===== config.mk =====
export PLATFORM = sky130hd
export DESIGN_NAME = shift_add_mult
export DESIGN_NICKNAME = d
export VERILOG_FILES = /design/src/rtl/mult_pkg.sv /design/src/rtl/adder.sv /design/src/rtl/shift_add_mult.sv
export SDC_FILE = /design/constraint.sdc
export NUM_CORES = 1
export LEC_CHECK = 0
export ABC_CLOCK_PERIOD_IN_PS = 2500
export CAP_MARGIN = 10
export CORE_MARGIN = 2
export CORE_UTILIZATION = 52
export DETAILED_ROUTE_END_ITERATION = 16
export GPL_ROUTABILITY_DRIVEN = 0
export MAX_ROUTING_LAYER = met4
export PLACE_DENSITY_LB_ADDON = 0.1
export REMOVE_ABC_BUFFERS = 1
export SYNTH_ARGS = -nofsm -noshare
export SYNTH_HDL_FRONTEND = slang
export SYNTH_SLANG_ARGS = --single-unit

===== constraint.sdc =====
create_clock -name clk -period 2.5 [get_ports clk]
set_input_delay 0.5 -clock clk [delete_from_list [all_inputs] [get_ports clk]]
set_output_delay 0.5 -clock clk [all_outputs]
set_load 0.01 [all_outputs]

===== src/rtl/mult_pkg.sv =====
// rtl/mult_pkg.sv - shared constants and state encoding for the shift-add multiplier
package mult_pkg;

  localparam int WIDTH = 8;
  localparam int CNT_W = 4;
  localparam logic [CNT_W-1:0] LAST_ITER = 4'd7;

  typedef enum logic [1:0] {
    IDLE = 2'b00,
    CALC = 2'b01,
    DONE = 2'b10
  } mult_state_t;

endpackage


===== src/rtl/adder.sv =====
// rtl/adder.sv - 8-bit adder built from two cascaded 4-bit carry-lookahead groups, carry-in tied to 0
module adder (
  input  logic [7:0] A,
  input  logic [7:0] B,
  output logic       Cout,
  output logic [7:0] sum
);

  logic [7:0] g;
  logic [7:0] p;
  logic [8:0] c;

  // Flattened lookahead equations for one 4-bit group; returns carries into bits 1..4.
  function automatic logic [3:0] cla4(input logic [3:0] gg, input logic [3:0] pp, input logic cin);
    logic [3:0] co;
    co[0] = gg[0] | (pp[0] & cin);
    co[1] = gg[1] | (pp[1] & gg[0]) | (pp[1] & pp[0] & cin);
    co[2] = gg[2] | (pp[2] & gg[1]) | (pp[2] & pp[1] & gg[0]) | (pp[2] & pp[1] & pp[0] & cin);
    co[3] = gg[3] | (pp[3] & gg[2]) | (pp[3] & pp[2] & gg[1]) | (pp[3] & pp[2] & pp[1] & gg[0])
          | (pp[3] & pp[2] & pp[1] & pp[0] & cin);
    return co;
  endfunction

  always_comb begin
    g      = A & B;
    p      = A ^ B;
    c[0]   = 1'b0;
    c[4:1] = cla4(g[3:0], p[3:0], c[0]);
    c[8:5] = cla4(g[7:4], p[7:4], c[4]);
    sum    = p ^ c[7:0];
    Cout   = c[8];
  end

endmodule


===== src/rtl/shift_add_mult.sv =====
// rtl/shift_add_mult.sv - sequential 8x8 unsigned shift-and-add multiplier driving the shared adder
module shift_add_mult
  import mult_pkg::*;
#(
  parameter int WIDTH = 8
) (
  input  logic               clk,
  input  logic               rst_n,
  input  logic               start,
  input  logic [WIDTH-1:0]   a,
  input  logic [WIDTH-1:0]   b,
  output logic               busy,
  output logic               done,
  output logic [2*WIDTH-1:0] product
);

  mult_state_t state_q, state_d;

  logic [WIDTH-1:0]   m_q, m_d;
  logic [WIDTH-1:0]   acc_q, acc_d;
  logic [WIDTH-1:0]   q_q, q_d;
  logic [CNT_W-1:0]   cnt_q, cnt_d;
  logic [2*WIDTH-1:0] product_q, product_d;

  logic [WIDTH-1:0]   add_sum;
  logic               add_cout;
  logic [WIDTH-1:0]   acc_post;
  logic               c_post;

  adder u_adder (
    .A    (acc_q),
    .B    (m_q),
    .Cout (add_cout),
    .sum  (add_sum)
  );

  always_comb begin
    state_d = state_q;
    case (state_q)
      IDLE:    if (start) state_d = CALC;
      CALC:    if (cnt_q == LAST_ITER) state_d = DONE;
      DONE:    state_d = IDLE;
      default: state_d = IDLE;
    endcase
  end

  // The carry only lives between the add and the shift; after the shift it is always 0,
  // so it is kept as a combinational bit rather than a flop.
  always_comb begin
    c_post    = q_q[0] ? add_cout : 1'b0;
    acc_post  = q_q[0] ? add_sum : acc_q;
    m_d       = m_q;
    acc_d     = acc_q;
    q_d       = q_q;
    cnt_d     = cnt_q;
    product_d = product_q;
    case (state_q)
      IDLE: begin
        if (start) begin
          m_d   = a;
          q_d   = b;
          acc_d = '0;
          cnt_d = '0;
        end
      end
      CALC: begin
        acc_d = {c_post, acc_post[WIDTH-1:1]};
        q_d   = {acc_post[0], q_q[WIDTH-1:1]};
        cnt_d = cnt_q + CNT_W'(1);
        if (cnt_q == LAST_ITER) product_d = {acc_d, q_d};
      end
      default: ;
    endcase
  end

  always_ff @(posedge clk) begin
    if (!rst_n) begin
      state_q   <= IDLE;
      m_q       <= '0;
      acc_q     <= '0;
      q_q       <= '0;
      cnt_q     <= '0;
      product_q <= '0;
    end else begin
      state_q   <= state_d;
      m_q       <= m_d;
      acc_q     <= acc_d;
      q_q       <= q_d;
      cnt_q     <= cnt_d;
      product_q <= product_d;
    end
  end

  assign busy    = (state_q != IDLE);
  assign done    = (state_q == DONE);
  assign product = product_q;

endmodule

==> metrics.txt <==
Hold Buf Count CTS=0; Achievable Freq=454 MHz; Total Die Area=roughly 4700 µm²; RSZ-0062 raised after global routing=false; Critical Path RT=about 2700 ps; Synth Area in Simple Gates=0.182; Final Cycle Share=0.881; Yosys cell types=45; mux contribution to synthesized area=0.0183; top post-synthesis cells by area=dfxtp_1 (42%), nand2_1 (8.9%), a21oi_1 (6.6%); Root Driver=clkbuf_8; Final setup viols=0; CTS Buffer Depth=2; TNS Setup=0 ps; total core area=around 4000 µm²; Final HPWL DP=3200 µm; number of global-route vias before repair=roughly 1700; Static Leak=around 1.0 nW; CP Launch Point=m_q[2]; Syn Inst Count=between 200 and 300; YS warnings=0; CTS clk-pin slew, worst paths=approximately 90 ps; Slew @ Worst Pin=808 ps; largest fanout on the critical path=4; top cell type by total area after synthesis=dfxtp_1; Max Clock Skew=5.61 ps; Initial Util=0.542; Post-synth top flop=dfxtp_1; Syn Std Cell Area=2180 µm²; Final nets=around 330; Chip Height=68.8 µm; Rel. slew slack=0.461; DP Area=between 2000 and 3000 µm²; CP Data Arrival Time=~2400 ps; layout cells sized above 1=0.0805; PortBufs=36; max-cap violations=0; Final Hold Vio Count=0; CTS tree=done; Synth Area in Compound Gates=0.241; # resized after CTS=0; wirelength, routed=about 4600 µm; power share of the clock group=0.363; Syn Area/Cell=8.31 µm²; Final Max Tran Viols=0; Clk Latency, worst-skew pair=a little over 300 ps; R2R Path Start=m_q[2]; Final min period=roughly 2200 ps; cell area after layout=2700 µm²; Vias/cell=5.46; Switching Power=about 380 µW; grt ovf=0; largest net degree at the start of global routing=26; Final WS setup=between 200 and 300 ps; Peak VDD IR=slightly below 400 µV; Worst setup EP type=flip-flop; pwr/cell area=561 nW/µm²; DP Worst Slack=between 300 and 400 ps; Startpoint Class=flip-flop; postcts setup bufs=0; H-tree depth=2; WS Path Type=flip-flop to flip-flop; All-Layer GR Usage=0.229; boundary pin count=37; xor and xnor fraction of the mapped netlist area=0.0120; largest family of logic cells by synthesized area=compound AO/OA/AOI/OAI gates; Switching Share=0.250; commonest non-fill, non-tap cell in the layout=nand2_1; Site Rows=23; placed cell count=340; Hold Crit Class=flip-flop to flip-flop; part of the power in registers=0.515; Chip Width=roughly 70 µm; post-synthesis adder-cell area fraction=0.0699; status=finished clean; initial DRC count=94; clock sink count=46; Int Pwr=about 1.1 mW; drt pass-1 iters=4; wire per inst=roughly 13 µm; TritonCTS buffer count=5; post-synth top area share=0.422; post-synthesis sequential area ratio=0.422; overall power=approximately 1.5 mW; # DRC=0; non-filler instance count after layout=between 300 and 400; Post-synth EDFFs=0; Yosys reg bits=46; combinational share of power=0.123; antenna violations before repair=0; most frequent cells in the layout=nand2_1 (52), dfxtp_1 (46), clkdlybuf4s50_1 (36); worst hold start=product[3]; Synth-to-Final Area Change=23.7%; vias=roughly 1900; ys async rst share=0; first-pass GRT wire length=between 7000 and 8000 µm; ANT nets after route=0; # diodes=0
[cells by family after synthesis]
group,Yosys count
AO/OA/AOI/OAI,79
multiplexers,4
XOR/XNOR,3
buffers and inverters,28
AND/OR/NAND/NOR,92
flip-flops,46
adder cells (fa/ha/maj),11
[worst max-delay path, cell delays in order (launching register included)]
cell and delay [ps]:
dfxtp_1 320, ha_1 340, a41oi_1 220, o21a_1 220, inv_2 70, fa_1 420, mux2i_1 190, nor2_1 60
a31oi_1 160, nor2_1 60
[power by group through the flow]
| stage | Clock [mW] | Sequential, mW | Combinational (mW) |
|---|---|---|---|
| after global placement | 0 | 0.796 | 0.184 |
| after detailed placement | 0 | 0.796 | 0.185 |
| after CTS | 0.557 | 0.780 | 0.186 |
| after floorplan | 0 | 0.793 | 0.107 |
| after global routing | 0.588 | 0.783 | 0.208 |
| final | 0.549 | 0.780 | 0.186 |
[metrics by stage]
stage | hold WS (ps) | util
after floorplan | 441 | -
after global placement | 447 | 0.643
after detailed placement | 450 | 0.643
after CTS | 462 | 0.670
after global routing | 478 | 0.670
final | 460 | 0.670
[metal layers]
layer / GRT usage / vias to the layer above / wire (µm)
met5: - / - / 0
met1: 0.318 / 862 / 2330
met3: 0.0633 / 5 / 269
li1: - / 985 / -
met4: 0.0662 / 0 / 43
met2: 0.327 / 47 / 1970
[final timing paths]
| path | to | slack [ps] | cells past startpoint |
|---|---|---|---|
| hold / removal | product[3] | 460 | 2 |
| hold reg to reg | product[3] | 460 | 2 |
| setup reg to reg | acc_q[3] | 300 | 9 |
| setup / recovery | acc_q[3] | 300 | 9 |
[state kept, by name (all words and copies together) (netlist names)]
register / cells
product: 16
acc_q: 8
q_q: 8
cnt_q: 4
state_q: 2
m_q: 8
[final cells by class]
type	instances	area, µm²
clock buffer	5	68.8
fill	345	1330
timing repair buffer	44	420
sequential	46	921
multi-input combinational	189	1150
clock inverter	3	40.0
tap	50	62.6
inverter	11	41.3
[synthesized netlist by cell type (2+ instances only)]
| library cell | n |
|---|---|
| a21oi_1 | 29 |
| a211oi_1 | 3 |
| a22oi_1 | 7 |
| inv_2 | 2 |
| o21ai_0 | 5 |
| a21boi_0 | 10 |
| nor3_1 | 2 |
| o21a_1 | 4 |
| dfxtp_1 | 46 |
| o21ai_1 | 3 |
| nor2b_1 | 4 |
| nand2b_1 | 2 |
| buf_2 | 7 |
| nor2_1 | 16 |
| nand2_1 | 52 |
| inv_1 | 9 |
| a21o_1 | 2 |
| a31oi_1 | 3 |
| nand3_1 | 8 |
| ha_1 | 9 |
| fa_1 | 2 |
| a31o_1 | 2 |
| a211oi_2 | 2 |
| mux2i_1 | 4 |
| clkbuf_1 | 8 |
| xnor2_1 | 3 |
(Power assumes the default switching activity.)
